==> config.mk <==
export PLATFORM = sky130hd
export DESIGN_NAME = vhf_i2c_master
export DESIGN_NICKNAME = d
export VERILOG_FILES = /design/src/rtl/vhf_pkg.sv /design/src/rtl/i2c_tick_gen.sv /design/src/rtl/vhf_i2c_master.sv
export SDC_FILE = /design/constraint.sdc
export NUM_CORES = 1
export LEC_CHECK = 0
export BUFFER_PORTS_ARGS = -buffer_cell sky130_fd_sc_hd__buf_2
export CAP_MARGIN = 20
export CORE_MARGIN = 8
export CORE_UTILIZATION = 54
export DETAILED_ROUTE_END_ITERATION = 6
export PLACE_DENSITY = 0.74
export REMOVE_ABC_BUFFERS = 1
export SLEW_MARGIN = 0
export SYNTH_ARGS = -nofsm -noshare
export SYNTH_HDL_FRONTEND = slang
export SYNTH_SLANG_ARGS = --single-unit
==> constraint.sdc <==
create_clock -name clock -period 2.1 [get_ports clock]
set_input_delay 0 -clock clock [delete_from_list [all_inputs] [get_ports clock]]
set_output_delay 0 -clock clock [all_outputs]
set_load 0.01 [all_outputs]
==> src/rtl/vhf_pkg.sv <==
// Shared types and constants for the VHF tuner I2C write master.
package vhf_pkg;

  typedef enum logic [2:0] {
    ST_IDLE,
    ST_START,
    ST_BYTE,
    ST_ACK,
    ST_STOP,
    ST_DONE
  } state_e;

  localparam logic [6:0]  R820_ADDR  = 7'h1A;
  localparam int unsigned NUM_BYTES  = 3;
  localparam int unsigned BYTE_IDX_W = 2;

  // Byte order on the wire: device write address, register index, register value.
  function automatic logic [7:0] sel_byte(input logic [BYTE_IDX_W-1:0] idx,
                                          input logic [6:0] dev,
                                          input logic [7:0] addr,
                                          input logic [7:0] data);
    case (idx)
      2'd0:    return {dev, 1'b0};
      2'd1:    return addr;
      default: return data;
    endcase
  endfunction

endpackage

==> src/rtl/i2c_tick_gen.sv <==
// Quarter-SCL-period tick generator; restart_i re-phases the count to zero.
module i2c_tick_gen #(
  parameter int unsigned CLK_DIV = 48
) (
  input  logic clock,
  input  logic reset,
  input  logic restart_i,
  output logic tick_c_o
);

  localparam int unsigned CNT_W = (CLK_DIV > 1) ? $clog2(CLK_DIV) : 1;
  localparam logic [CNT_W-1:0] CNT_MAX = CNT_W'(CLK_DIV - 1);

  logic [CNT_W-1:0] cnt_q, cnt_d;

  always_comb begin
    cnt_d = cnt_q + CNT_W'(1);
    if (restart_i || (cnt_q == CNT_MAX)) cnt_d = '0;
  end

  always_ff @(posedge clock) begin
    if (!reset) cnt_q <= '0;
    else        cnt_q <= cnt_d;
  end

  assign tick_c_o = (cnt_q == CNT_MAX) && !restart_i;

endmodule

==> src/rtl/vhf_i2c_master.sv <==
// Single-register I2C write master for the VHF tuner (START, 3 bytes, STOP).
// Define VHF_I2C_ACK_CHECK_EN to abort on NACK and report it on ack_err.
module vhf_i2c_master
  import vhf_pkg::*;
#(
  parameter int unsigned CLK_DIV  = 48,
  parameter logic [6:0]  DEV_ADDR = R820_ADDR
) (
  input  logic       clock,
  input  logic       reset,
  input  logic       start,
  input  logic [7:0] reg_addr,
  input  logic [7:0] reg_data,
  input  logic       sda_in,
  output logic       vhf_sda,
  output logic       vhf_scl,
  output logic       busy,
  output logic       done,
  output logic       ack_err
);

  localparam logic [BYTE_IDX_W-1:0] LAST_BYTE = BYTE_IDX_W'(NUM_BYTES - 1);
  localparam logic [7:0]            ADDR_BYTE = {DEV_ADDR, 1'b0};

  state_e                 state_q;
  logic [1:0]             qtr_q;
  logic [2:0]             bit_q;
  logic [BYTE_IDX_W-1:0]  byte_q;
  logic [6:0]             shift_q;
  logic [7:0]             addr_q, data_q;
  logic                   sda_q, scl_q, busy_q, done_q;
  logic                   accept_c, tick_c, stop_early_c;
  logic [7:0]             next_byte_c;

  assign accept_c    = (state_q == ST_IDLE) && start;
  assign next_byte_c = sel_byte(byte_q + BYTE_IDX_W'(1), DEV_ADDR, addr_q, data_q);

  i2c_tick_gen #(.CLK_DIV(CLK_DIV)) u_tick (
    .clock     (clock),
    .reset     (reset),
    .restart_i (accept_c),
    .tick_c_o  (tick_c)
  );

`ifdef VHF_I2C_ACK_CHECK_EN
  logic ack_err_q;

  // Slave ACK is sampled at the end of the SCL-high window of the ACK slot.
  always_ff @(posedge clock) begin
    if (!reset)                                                  ack_err_q <= 1'b0;
    else if (accept_c)                                           ack_err_q <= 1'b0;
    else if ((state_q == ST_ACK) && tick_c && (qtr_q == 2'd2) && sda_in) ack_err_q <= 1'b1;
  end

  assign stop_early_c = ack_err_q;
  assign ack_err      = ack_err_q;
`else
  logic unused_sda_in;
  assign unused_sda_in = sda_in;
  assign stop_early_c  = 1'b0;
  assign ack_err       = 1'b0;
`endif

  // Sequencer: each branch sets the line levels for the quarter being entered.
  always_ff @(posedge clock) begin
    if (!reset) begin
      state_q <= ST_IDLE;
      qtr_q   <= '0;
      bit_q   <= '0;
      byte_q  <= '0;
      shift_q <= '0;
      addr_q  <= '0;
      data_q  <= '0;
      sda_q   <= 1'b1;
      scl_q   <= 1'b1;
      busy_q  <= 1'b0;
      done_q  <= 1'b0;
    end else begin
      done_q <= 1'b0;
      case (state_q)
        ST_IDLE: begin
          sda_q <= 1'b1;
          scl_q <= 1'b1;
          if (accept_c) begin
            state_q <= ST_START;
            busy_q  <= 1'b1;
            addr_q  <= reg_addr;
            data_q  <= reg_data;
            qtr_q   <= '0;
            byte_q  <= '0;
          end
        end
        ST_START: if (tick_c) begin
          if (qtr_q == 2'd0) begin
            qtr_q <= 2'd1;
            sda_q <= 1'b0;
          end else begin
            state_q <= ST_BYTE;
            qtr_q   <= '0;
            bit_q   <= 3'd7;
            shift_q <= ADDR_BYTE[6:0];
            sda_q   <= ADDR_BYTE[7];
            scl_q   <= 1'b0;
          end
        end
        ST_BYTE: if (tick_c) begin
          qtr_q <= qtr_q + 2'd1;
          case (qtr_q)
            2'd0: scl_q <= 1'b1;
            2'd2: scl_q <= 1'b0;
            2'd3: begin
              if (bit_q == 3'd0) begin
                state_q <= ST_ACK;
                sda_q   <= 1'b1;
              end else begin
                bit_q   <= bit_q - 3'd1;
                sda_q   <= shift_q[6];
                shift_q <= {shift_q[5:0], 1'b0};
              end
            end
            default: ;
          endcase
        end
        ST_ACK: if (tick_c) begin
          qtr_q <= qtr_q + 2'd1;
          case (qtr_q)
            2'd0: scl_q <= 1'b1;
            2'd2: scl_q <= 1'b0;
            2'd3: begin
              if (stop_early_c || (byte_q == LAST_BYTE)) begin
                state_q <= ST_STOP;
                sda_q   <= 1'b0;
                scl_q   <= 1'b1;
              end else begin
                state_q <= ST_BYTE;
                byte_q  <= byte_q + BYTE_IDX_W'(1);
                bit_q   <= 3'd7;
                shift_q <= next_byte_c[6:0];
                sda_q   <= next_byte_c[7];
              end
            end
            default: ;
          endcase
        end
        ST_STOP: if (tick_c) begin
          if (qtr_q == 2'd0) begin
            qtr_q <= 2'd1;
            sda_q <= 1'b1;
          end else begin
            state_q <= ST_DONE;
            qtr_q   <= '0;
            busy_q  <= 1'b0;
            done_q  <= 1'b1;
          end
        end
        ST_DONE: state_q <= ST_IDLE;
        default: state_q <= ST_IDLE;
      endcase
    end
  end

  assign vhf_sda = sda_q;
  assign vhf_scl = scl_q;
  assign busy    = busy_q;
  assign done    = done_q;

endmodule

# --- After elaboration in Yosys (flattened, before gate mapping) ---
# Cells that the tools add are included.
word_totals:
  ramBits: 0
  n_memories: 0
  wordCells: 131
  reg_bits: 43
  mem_bits_ro: 0
  inputBits: 20
  latch_bits: 0
classes:
  n_addsub: 4
  shift: 0
  n_bitwise: 1
  reduce_logical: 26
  mux: 61
  multipliers: 0
  eq_ne: 27
  div: 0
  n_lt_le_gt_ge: 0
ops:
  columns: ["operator", "count"]
  rows:
  - ["3-bit two-way mux", 19]
  - ["7-bit two-way mux", 8]
  - ["2-bit != test, second input constant", 12]
  - ["7-bit case mux with 3 select lines", 1]
  - ["1-bit two-way mux", 17]
  - ["8-bit case mux with 2 select lines", 1]
  - ["8-bit AND reduction", 2]
  - ["3-bit case mux with 5 select lines", 1]
  - ["2-bit two-way mux", 6]
  - ["10-bit AND reduction", 1]
  - ["3-bit case mux with 3 select lines", 1]
  - ["9-bit AND reduction", 1]
  - ["4-bit AND reduction", 2]
  - ["6-bit by 1-bit adder with 6-bit output, second input constant", 1]
  - ["2-bit == test, second input constant", 3]
  - ["3-bit by 2-bit == test with 1-bit output, second input constant", 2]
  - ["6-bit == test, second input constant", 1]
  - ["3-bit zero test", 2]
  - ["2-bit by 1-bit != test with 1-bit output, second input constant", 3]
  - ["3-bit != test, second input constant", 2]
  - ["2-bit case mux with 3 select lines", 1]
  - ["3-bit nonzero test", 2]
  - ["2-bit OR reduction", 3]
  - ["1-bit case mux with 5 select lines", 1]
  - ["21 further kinds", 26]

# --- Longest topological paths before layout ---
# Gate-level depths: netlist of run 1.
depth:
  ltp_word: 7
  ltp_mapped: 8

# --- Hierarchy ---
# Synthesis of run 1 repeated with hierarchy kept, for this count alone.
hier_totals:
  hier_cells: 291
  hier_area_um2: 2304.7
by_module_without_submodules:
  columns: ["module", "area_per_inst_um2", "cells_per_inst", "n_inst"]
  rows:
  - ["vhf_i2c_master", 2054.5, 265, 1]
  - ["i2c_tick_gen", 250.2, 26, 1]

# --- Least setup slack after synthesis of run 1 ---
# No wires, ideal clock.
synth_timing:
  kind: "register -> register"
  from: "reg byte_q[0]"
  to: "reg bit_q[0]"
  stages_incl_launch_ff: 8
  path_slack_ns: 0.487
  path_buffers: 1
  synth_period_minus_slack_ns: 1.613
  arrival_time_ns: 1.497
  setup_ns: 0.116
  path_cell_list: "dfxtp_1 inv_1 ha_1 nand2_2 a21bo_2 and3_1 buf_6 o211a_1"
synth_via:
  elab_chain_cells: 3
synth_lines:
  columns: ["element", "line", "source"]
  rows:
  - ["start: declaration", "vhf_i2c_master.sv:28", "logic [BYTE_IDX_W-1:0] byte_q;"]
  - ["start signal: assignment", "vhf_i2c_master.sv:136", "byte_q <= byte_q + BYTE_IDX_W'(1);"]
  - ["2-bit == test", "vhf_i2c_master.sv:130", "if (stop_early_c || (byte_q == LAST_BYTE)) begin"]
  - ["2-bit != test (no source line)", null, null]
  - ["9-bit AND reduction (no source line)", null, null]
  - ["end signal: assignment", "vhf_i2c_master.sv:116", "bit_q <= bit_q - 3'd1;"]
  - ["end: declaration", "vhf_i2c_master.sv:27", "logic [2:0] bit_q;"]
# No other way between the ends.
# A chain may end at the register's enable or synchronous reset.

# --- Final worst setup path of run 1 ---
layout_timing:
  from: "reg u_tick.cnt_q[0]"
  to: "reg qtr_q[0]"
layout_via:
  elab_chain_cells: 4
  elab_cells_between_ends: 5
  classes_between: "3 x eq/ne; 2 x reduce/logical"
layout_lines:
  columns: ["element", "line", "source"]
  rows:
  - ["start: declaration", "i2c_tick_gen.sv:14", "logic [CNT_W-1:0] cnt_q, cnt_d;"]
  - ["start signal: assignment", "i2c_tick_gen.sv:23", "else cnt_q <= cnt_d;"]
  - ["6-bit == test (*)", "i2c_tick_gen.sv:26", "assign tick_c_o = (cnt_q == CNT_MAX) && !restart_i;"]
  - ["1-bit logical AND (*)", "i2c_tick_gen.sv:26", null]
  - ["2-bit by 1-bit != test with 1-bit output (no source line)", null, null]
  - ["4-bit AND reduction (no source line) (*)", null, null]
  - ["end signal: assignment", "vhf_i2c_master.sv:107", "qtr_q <= qtr_q + 2'd1;"]
  - ["end signal: assignment", "vhf_i2c_master.sv:125", "qtr_q <= qtr_q + 2'd1;"]
  - ["end: declaration", "vhf_i2c_master.sv:26", "logic [1:0] qtr_q;"]
# Every way passes the cells marked *; elsewhere a longest branch is shown, timed or not.

==> flow_summary_export.csv, run 1 <==
group,metric,value,unit
outcome,status,"finished, final reports clean",
worst_setup_path,worstPathCellList,"ha_1, nand3_2, nor4_1, o22a_1, mux2i_1",
placed_design,place.gp.congestion,0.961,
synth,syn_avg_cell_area,8.21,µm²
timing,hold_viol_final,0,
finish,area_growth,17.5,%
timing,finalSetupTns,0,ns
cts,cts_sinks,43,
global_routing,met1_usage,0.218,
routing,drc,0,
global_routing,grt_antenna_before_repair,0,
global_routing,grt_pass1_vias,1971,
die,num_io_pins,25,
finish,drive_above_1_share,0.171,
worst_setup_path,rr_worst_depth,5,
die,dieHeight,81.9,µm
worst_setup_path,cp_slowest_stage_delay,0.46,ns
timing,fmax,553,MHz
synth,syn_area,0.00235,mm²
min_path,min_path_type,"input port to register",
synth,synth-main-ff-cell,"dfxtp_1",
finish,fin_nets,350,
global_routing,overflow,0,
global_routing,busiest_layer,"met2",
timing,setup_ws,0.293,ns
timing,finalSetupViolCount,0,
synth,synth_top_area_frac,0.367,
cts,cts_max_level,2,
worst_setup_path,crit_type,"register to register",
cts,root_buffer,"clkbuf_8",
routing,drtIter0Drc,145,
worst_setup_path,worstPathArrival,2.04,ns
power,ir_worst_vdd,0.519,mV
timing,period_share,0.860,
die,start_util,0.551,
finish,antenna_cells,0,
global_routing,grt_use_total,0.169,
routing,drt-total-wl,5200,µm
routing,firstDrtPassIters,4,
worst_setup_path,slowest_stage,"nor4_1",
synth,yosysWarnings,0,
cts,clock_latency,0.29,ns
worst_setup_path,start_kind,"register",
die,die_area,0.00671,mm²
die,fp.dieW,81.9,µm
synth,netlist_instances,286,
min_path,holdPathStages,3,
routing,vias_per_cell,5.54,
global_routing,grt_max_degree,26,
power,leakagePower,1.06,nW
run,drv_cap,0,
timing,slew_violations,0,
global_routing,use_met3,0.0372,
timing,slew_headroom,0.427,
die,placementRows,24,
synth,synthTopCellsByArea,"dfxtp_1 37%, nand2_1 9.0%, a21oi_1 5.1%, ha_1 4.8%, mux2i_1 4.7%",
timing,worst_pin_slew,0.858,ns
power,power_density,713,mW/mm²
cts,clk_pin_slew,0.08,ns
placed_design,dp_slack,0.304,ns
routing,wire_per_inst,14.0,µm
global_routing,grt_pass1_wl,9140,µm
finish,mostFrequentLayoutCells,"56 x nand2_1, 43 x dfxtp_1, 24 x a21oi_1",
cts,numCtsBuffers,5,
finish,layout_commonest_cell,"nand2_1",
timing,fin_crit,1.81,ns
synth,synthArstFlopShare,0,
synth,yosys.cell_types.count,53,
cts,cts_setup_buffers,0,
die,core_area,0.00426,mm²
routing,vias,2067,
synth,synth-seq-cells,43,
worst_setup_path,end_kind,"register",
worst_setup_path,crit_required,2.33,ns
placed_design,portBuffers,22,
timing,rsz0062_at_grt,"no",
cts,cts_tree,"yes",
placed_design,dp_hpwl,3420,µm
cts,clockBufferDepth,2,
routing,ant_nets,0,
synth,yosys.area.top_type,"dfxtp_1",
timing,clock_skew,0.00663,ns
synth,yosysSeqAreaShare,0.367,
worst_setup_path,path_max_fanout,11,
synth,synth-edff-count,0,
global_routing,met2_usage,0.276,
==> worst max-delay path, delay by kind of cell, from the launching register on <==
family	cells	cell delay, ns
and+or+nand+nor	2	0.73
muxes	1	0.19
adders and majority gates	1	0.20
AOI/OAI and AO/OA	1	0.28
DFF	1	0.36
==> layout make-up <==
| cell class | instances | area, µm² |
|---|---|---|
| clock inverters | 2 | 37.5 |
| multi-input cells | 207 | 1310 |
| well taps | 52 | 65.1 |
| inverters | 14 | 52.6 |
| clock buffers | 5 | 68.8 |
| flip-flops and latches | 43 | 861 |
| fillers | 369 | 1510 |
| repair buffers | 50 | 360 |
==> sequential cells by signal, summed over array words and instances (netlist names) <==
register	count
done	1
addr_q	8
state_q	3
qtr_q	2
byte_q	2
data_q	8
shift_q	7
vhf_sda	1
vhf_scl	1
u_tick.cnt_q	6
bit_q	3
busy	1
==> cells in the mapped netlist, types with 5 or more instances <==
library cell  count
o21ai_0          10
buf_2             7
nor2_1           15
a21oi_1          24
ha_1              9
inv_1            14
clkbuf_1          9
nand2_1          56
a211oi_1          5
a31oi_1           5
mux2i_1          11
nor3_1            5
dfxtp_1          43
==> stage by stage <==
stage	utilization	power [mW]	hold slack (ns)	instances	cell area, µm²
6_report	0.647	1.97	0.178	373	2760
5_1_grt	0.647	2.07	0.193	373	2760
4_1_cts	0.647	1.98	0.181	373	2760
3_5_place_dp	0.585	1.33	0.245	350	2490
3_3_place_gp	0.585	1.32	0.240	350	2490
2_1_floorplan	-	1.19	0.122	264	2230
==> routing by layer <==
layer  wire [µm]  vias up
met1        2480      958
met4          66        0
li1            -     1061
met5           0        -
met2        2480       40
met3         178        8
==> cells by family (layout without fill, tap and decap cells) <==
kind of cell,count (synthesis),after routing,synth area share
AND/OR/NAND/NOR,113,113,0.243
AO/OA/AOI/OAI,68,68,0.201
adder cells (fa/ha/maj),9,9,0.0479
XOR/XNOR,5,5,0.0187
other,1,1,0.00160
multiplexers,11,11,0.0469
flip-flops,43,43,0.367
buffers and inverters,36,71,0.0741
==> report_power, final <==
part           switching [mW]  internal, mW
logic                   0.241         0.186
registers              0.0436         0.868
clock network           0.281         0.348
total                   0.566          1.40
==> timing repair <==
item,in CTS,in global routing
endpoints found under the setup margin,0,0
hold endpoints to repair,16,0
hold buffers,16,0
resized for setup,0,0
==> path summary, 6_finish.rpt <==
check	start	end	slack (ns)
max reg2reg	u_tick.cnt_q[0]$_SDFF_PP0_	qtr_q[0]$_SDFFE_PN0P_	0.29
min	reset	bit_q[0]$_SDFFE_PN0P_	0.18
max	u_tick.cnt_q[0]$_SDFF_PP0_	qtr_q[0]$_SDFFE_PN0P_	0.29
min reg2reg	u_tick.cnt_q[0]$_SDFF_PP0_	u_tick.cnt_q[0]$_SDFF_PP0_	0.45
No activity file was read; power rests on OpenSTA's default activity.
==> inputs of run 2 (changes only) <==
--- a/config.mk
+++ b/config.mk
@@ -12,6 +12,7 @@
 export DETAILED_ROUTE_END_ITERATION = 6
 export PLACE_DENSITY = 0.74
 export REMOVE_ABC_BUFFERS = 1
+export SETUP_SLACK_MARGIN = 0.4
 export SLEW_MARGIN = 0
 export SYNTH_ARGS = -nofsm -noshare
 export SYNTH_HDL_FRONTEND = slang
==> flow_summary_export.csv, run 2 (same netlist as run 1, synthesis figures left out) <==
group,metric,value,unit
outcome,status,"finished, final reports clean",
die,num_io_pins,25,
cts,cts_tree,"yes",
power,pwr-share-comb,0.227,
timing,fmax,603,MHz
power,power,2.01,mW
cts,cts_sinks,43,
finish,reg_top3,"addr_q x8, data_q x8, shift_q x7",
power,netSwitchingFraction,0.291,
timing,hold_ws,0.181,ns
power,power_density,692,mW/mm²
power,clkPwrFrac,0.316,
power,power_switching,0.584,mW
global_routing,overflow,0,
die,dieHeight,81.9,µm
routing,vias,2124,
cts,clk_pin_slew,0.09,ns
power,leakagePower,1.09,nW
power,pwr-share-seq,0.457,
timing,fin_crit,1.66,ns
cts,cts_max_level,2,
placed_design,dp_slack,0.304,ns
routing,drtIter0Drc,171,
finish,layout.cells.non_filler,380,
finish,fillers,340,
timing,hold_viol_final,0,
timing,rsz0062_at_grt,"no",
global_routing,grt_antenna_before_repair,0,
placed_design,place.gp.congestion,0.961,
die,core_area,0.00426,mm²
timing,slew_headroom,0.421,
finish,layout_commonest_cell,"nand2_1",
timing,setup_ws,0.441,ns
power,p_int,1.42,mW
finish,antenna_cells,0,
routing,vias_per_cell,5.59,
power,ir_worst_vdd,0.558,mV
min_path,min_path_type,"input port to register",
global_routing,grt_max_degree,26,
global_routing,grt_pass1_vias,1983,
placed_design,dp_hpwl,3420,µm
timing,worst_pin_slew,0.868,ns
timing,clock_skew,0.00829,ns
worst_setup_path,crit_required,2.24,ns
routing,wire_per_inst,14.6,µm
finish,area_growth,23.5,%
routing,firstDrtPassIters,4,
worst_setup_path,end_kind,"register",
die,die_area,0.00671,mm²
die,placementRows,24,
worst_setup_path,crit_type,"register to register",
worst_setup_path,start_kind,"register",
finish,fin_nets,357,
timing,finalSetupTns,0,ns
cts,clock_latency,0.29,ns
worst_setup_path,path_max_fanout,17,
cts,numCtsBuffers,5,
timing,finalSetupViolCount,0,
cts,clockBufferDepth,2,
die,fp.dieW,81.9,µm
routing,ant_nets,0,
placed_design,dp_cells,350,
run,drv_cap,0,
timing,period_share,0.790,
finish,mostFrequentLayoutCells,"56 x nand2_1, 41 x dfxtp_1, 24 x a21oi_1",
timing,slew_violations,0,
finish,drive_above_1_share,0.232,
global_routing,grt_use_total,0.171,
placed_design,portBuffers,22,
die,start_util,0.551,
routing,drc,0,
routing,drt-total-wl,5570,µm
cts,root_buffer,"clkbuf_8",
global_routing,grt_pass1_wl,9230,µm
worst_setup_path,worstPathArrival,1.80,ns
run 2: changes by cell type in the layout (fill, tap and decap cells not counted), sizes merged:
cell,before,now
buf,34,40
nand3,5,6
run 2: repair_timing:
action,4_1_cts,5_1_grt
hold endpoints to repair,16,0
endpoints found under the setup margin,17,29
gates resized for setup,7,14
pin swaps,0,2
buffers inserted,0,6
gates cloned,0,1
hold buffers,16,0
run 2: layer usage:
layer | vias up | part of all wire | routed length, µm | global-route usage
li1 | 1079 | - | - | -
met3 | 6 | 0.037 | 207 | 0.0372
met2 | 44 | 0.47 | 2600 | 0.277
met4 | 0 | 0.010 | 56 | 0.0439
met1 | 995 | 0.49 | 2710 | 0.224
met5 | - | 0 | 0 | 0
run 2: power groups by stage:
stage	clock (mW)	combinational [mW]	sequential, mW
global route	0.673	0.510	0.924
CTS	0.642	0.433	0.912
global placement	0	0.392	0.928
detailed placement	0	0.398	0.930
floorplan	0	0.240	0.946
finish	0.633	0.456	0.917
run 2: layout make-up:
cell class,instances,area [µm²],share of cell area
Multi-Input combinational cell,208,1400,0.483
Sequential cell,43,863,0.298
Timing Repair Buffer,56,413,0.142
Clock buffer,5,68.8,0.0237
Tap cell,52,65.1,0.0224
Inverter,14,52.6,0.0181
Clock inverter,2,37.5,0.0129
run 2: critical path, cell delays in order, from the launching register on:
cell and delay (ns):
dfxtp_1 0.36, buf_4 0.19, or4b_1 0.61, buf_6 0.21, nand2_1 0.08, a21oi_1 0.06
run 2: final timing paths:
check                            to  depth (start not counted)                     from  slack [ns]
max          data_q[0]$_SDFFE_PN0P_                          5  state_q[0]$_SDFFE_PN0P_        0.44
min           bit_q[0]$_SDFFE_PN0P_                          3                    reset        0.18
max reg2reg  data_q[0]$_SDFFE_PN0P_                          5  state_q[0]$_SDFFE_PN0P_        0.44
min reg2reg  data_q[5]$_SDFFE_PN0P_                          2   data_q[5]$_SDFFE_PN0P_        0.46
run 2: stage by stage:
| stage | utilization | area [µm²] |
|---|---|---|
| floorplan | - | 2230 |
| global placement | 0.585 | 2490 |
| detailed placement | 0.585 | 2490 |
| CTS | 0.654 | 2790 |
| global route | 0.680 | 2900 |
| finish | 0.680 | 2900 |
==> inputs of run 3 (changes only) <==
==> constraint.sdc (replaced) <==
create_clock -name clock -period 1.55 [get_ports clock]
set_input_delay 0 -clock clock [delete_from_list [all_inputs] [get_ports clock]]
set_output_delay 0 -clock clock [all_outputs]
set_load 0.01 [all_outputs]
==> flow_summary_export.csv, run 3 (same netlist as run 1, synthesis figures left out) <==
group,metric,value,unit
outcome,status,"finished with violations",
outcome,violations,"setup timing",
cts,clockBufferDepth,2,
routing,drc,0,
finish,layout.cells.non_filler,439,
timing,setup_ws,-0.212,ns
worst_setup_path,end_kind,"register",
global_routing,grt_pass1_wl,11000,µm
finish,fin_nets,415,
placed_design,dp_hpwl,4060,µm
timing,clock_skew,0.00979,ns
timing,slew_violations,0,
cts,numCtsBuffers,5,
power,clkPwrFrac,0.221,
global_routing,grt_antenna_before_repair,0,
power,power_density,842,mW/mm²
finish,layout_commonest_cell,"buf_4",
global_routing,grt_max_degree,20,
min_path,holdPathStages,3,
die,core_area,0.00426,mm²
timing,finalSetupViolCount,30,
cts,root_buffer,"clkbuf_8",
timing,finalSetupTns,-1.46,ns
power,pwr-share-comb,0.401,
die,num_io_pins,25,
die,fp.dieW,81.9,µm
routing,vias,3090,
timing,fmax,567,MHz
die,placementRows,24,
cts,clk_pin_slew,0.09,ns
routing,wire_per_inst,28.2,µm
worst_setup_path,rr_worst_depth,6,
worst_setup_path,crit_type,"register to register",
min_path,min_path_type,"input port to register",
global_routing,grt_pass1_vias,2370,
run,drv_cap,0,
cts,cts_max_level,2,
worst_setup_path,worstPathArrival,1.95,ns
worst_setup_path,start_kind,"register",
finish,antenna_cells,0,
cts,cts_sinks,43,
routing,vias_per_cell,7.04,
worst_setup_path,crit_required,1.74,ns
timing,fin_crit,1.76,ns
power,power_switching,1.26,mW
timing,rsz0062_at_grt,"yes",
power,leakagePower,1.64,nW
finish,area_growth,70.6,%
finish,finish.utilization,0.940,
cts,clock_latency,0.31,ns
timing,period_share,1.14,
power,p_int,2.12,mW
cts,cts_tree,"yes",
worst_setup_path,path_max_fanout,4,
timing,hold_viol_final,0,
power,pwr-share-seq,0.378,
die,start_util,0.551,
routing,drtIter0Drc,458,
routing,firstDrtPassIters,5,
finish,fillers,122,
global_routing,grt_use_total,0.207,
routing,ant_nets,0,
global_routing,overflow,0,
power,ir_worst_vdd,0.909,mV
placed_design,dp_cells,388,
routing,drt-total-wl,12400,µm
power,netSwitchingFraction,0.372,
die,die_area,0.00671,mm²
die,dieHeight,81.9,µm
worst_setup_path,r2r_slack,-0.21,ns
finish,mostFrequentLayoutCells,"53 x buf_4, 39 x nand2_1, 33 x dfxtp_1",
finish,reg_top3,"addr_q x8, data_q x8, shift_q x7",
placed_design,portBuffers,22,
finish,drive_above_1_share,0.543,
placed_design,place.gp.congestion,0.903,
==> run 3: changes by cell type in the layout (fill, tap and decap cells not counted), moves of 7 or more <==
cell     delta
buf_6      +11
a21oi_2    +16
buf_4      +37
nor2_1      -7
nand2_1    -17
nand2_4    +16
a21oi_1    -16
dfxtp_1     -8
==> run 3: power by group through the flow <==
stage | registers, mW | logic, mW | clock network [mW]
final | 1.27 | 1.35 | 0.746
after global routing | 1.28 | 1.39 | 0.771
after CTS | 1.23 | 0.818 | 0.720
after detailed placement | 1.25 | 0.664 | 0
after global placement | 1.25 | 0.653 | 0
after floorplan | 1.28 | 0.326 | 0
==> run 3: metal layers <==
metal | share of wire | global-route usage | wire length [µm] | vias to the layer above
met5 | 0 | 0 | 0 | -
met4 | 0.076 | 0.0719 | 936 | 0
met3 | 0.11 | 0.0361 | 1420 | 121
met2 | 0.46 | 0.356 | 5680 | 320
met1 | 0.35 | 0.255 | 4330 | 1453
li1 | - | - | - | 1196
==> run 3: final timing paths <==
kind,startpoint,end
max,qtr_q[1]$_SDFFE_PN0P_,byte_q[1]$_SDFFE_PN0P_
min,reset,u_tick.cnt_q[2]$_SDFF_PP0_
max reg2reg,qtr_q[1]$_SDFFE_PN0P_,byte_q[1]$_SDFFE_PN0P_
min reg2reg,addr_q[4]$_SDFFE_PN0P_,addr_q[4]$_SDFFE_PN0P_
==> run 3: cell type report <==
class / instances / area [µm²] / area share
clock buffer: 6 / 72.6 / 0.0181
clock inverter: 2 / 12.5 / 0.00312
inverter: 14 / 56.3 / 0.0140
multi-input combinational: 208 / 1900 / 0.475
sequential: 43 / 881 / 0.220
tap: 52 / 65.1 / 0.0162
timing repair buffer: 114 / 1020 / 0.254
==> run 3: what timing repair did <==
item	4_1_cts	5_1_grt
buffers inserted	6	17
hold buffers	16	0
resized for setup	48	114
endpoints found under the hold margin	16	0
pin swaps	11	53
cloned	1	3
endpoints found under the setup margin	43	43
==> run 3: critical path, stage by stage (launching register included) <==
cell and delay [ns]:
dfxtp_2 0.37, buf_4 0.14, ha_4 0.18, nand4b_4 0.21, nor4_4 0.31, mux2i_1 0.33, nor2_1 0.10
==> run 3: stage by stage <==
step	setup WS, ns	area [µm²]	hold WS, ns	total power [mW]
2_1_floorplan	-0.308	2230	0.122	1.61
3_3_place_gp	-0.106	2800	0.241	1.90
3_5_place_dp	-0.141	2800	0.245	1.91
4_1_cts	0.0256	3310	0.0625	2.77
5_1_grt	-0.312	4010	0.131	3.43
6_report	-0.212	4010	0.125	3.37
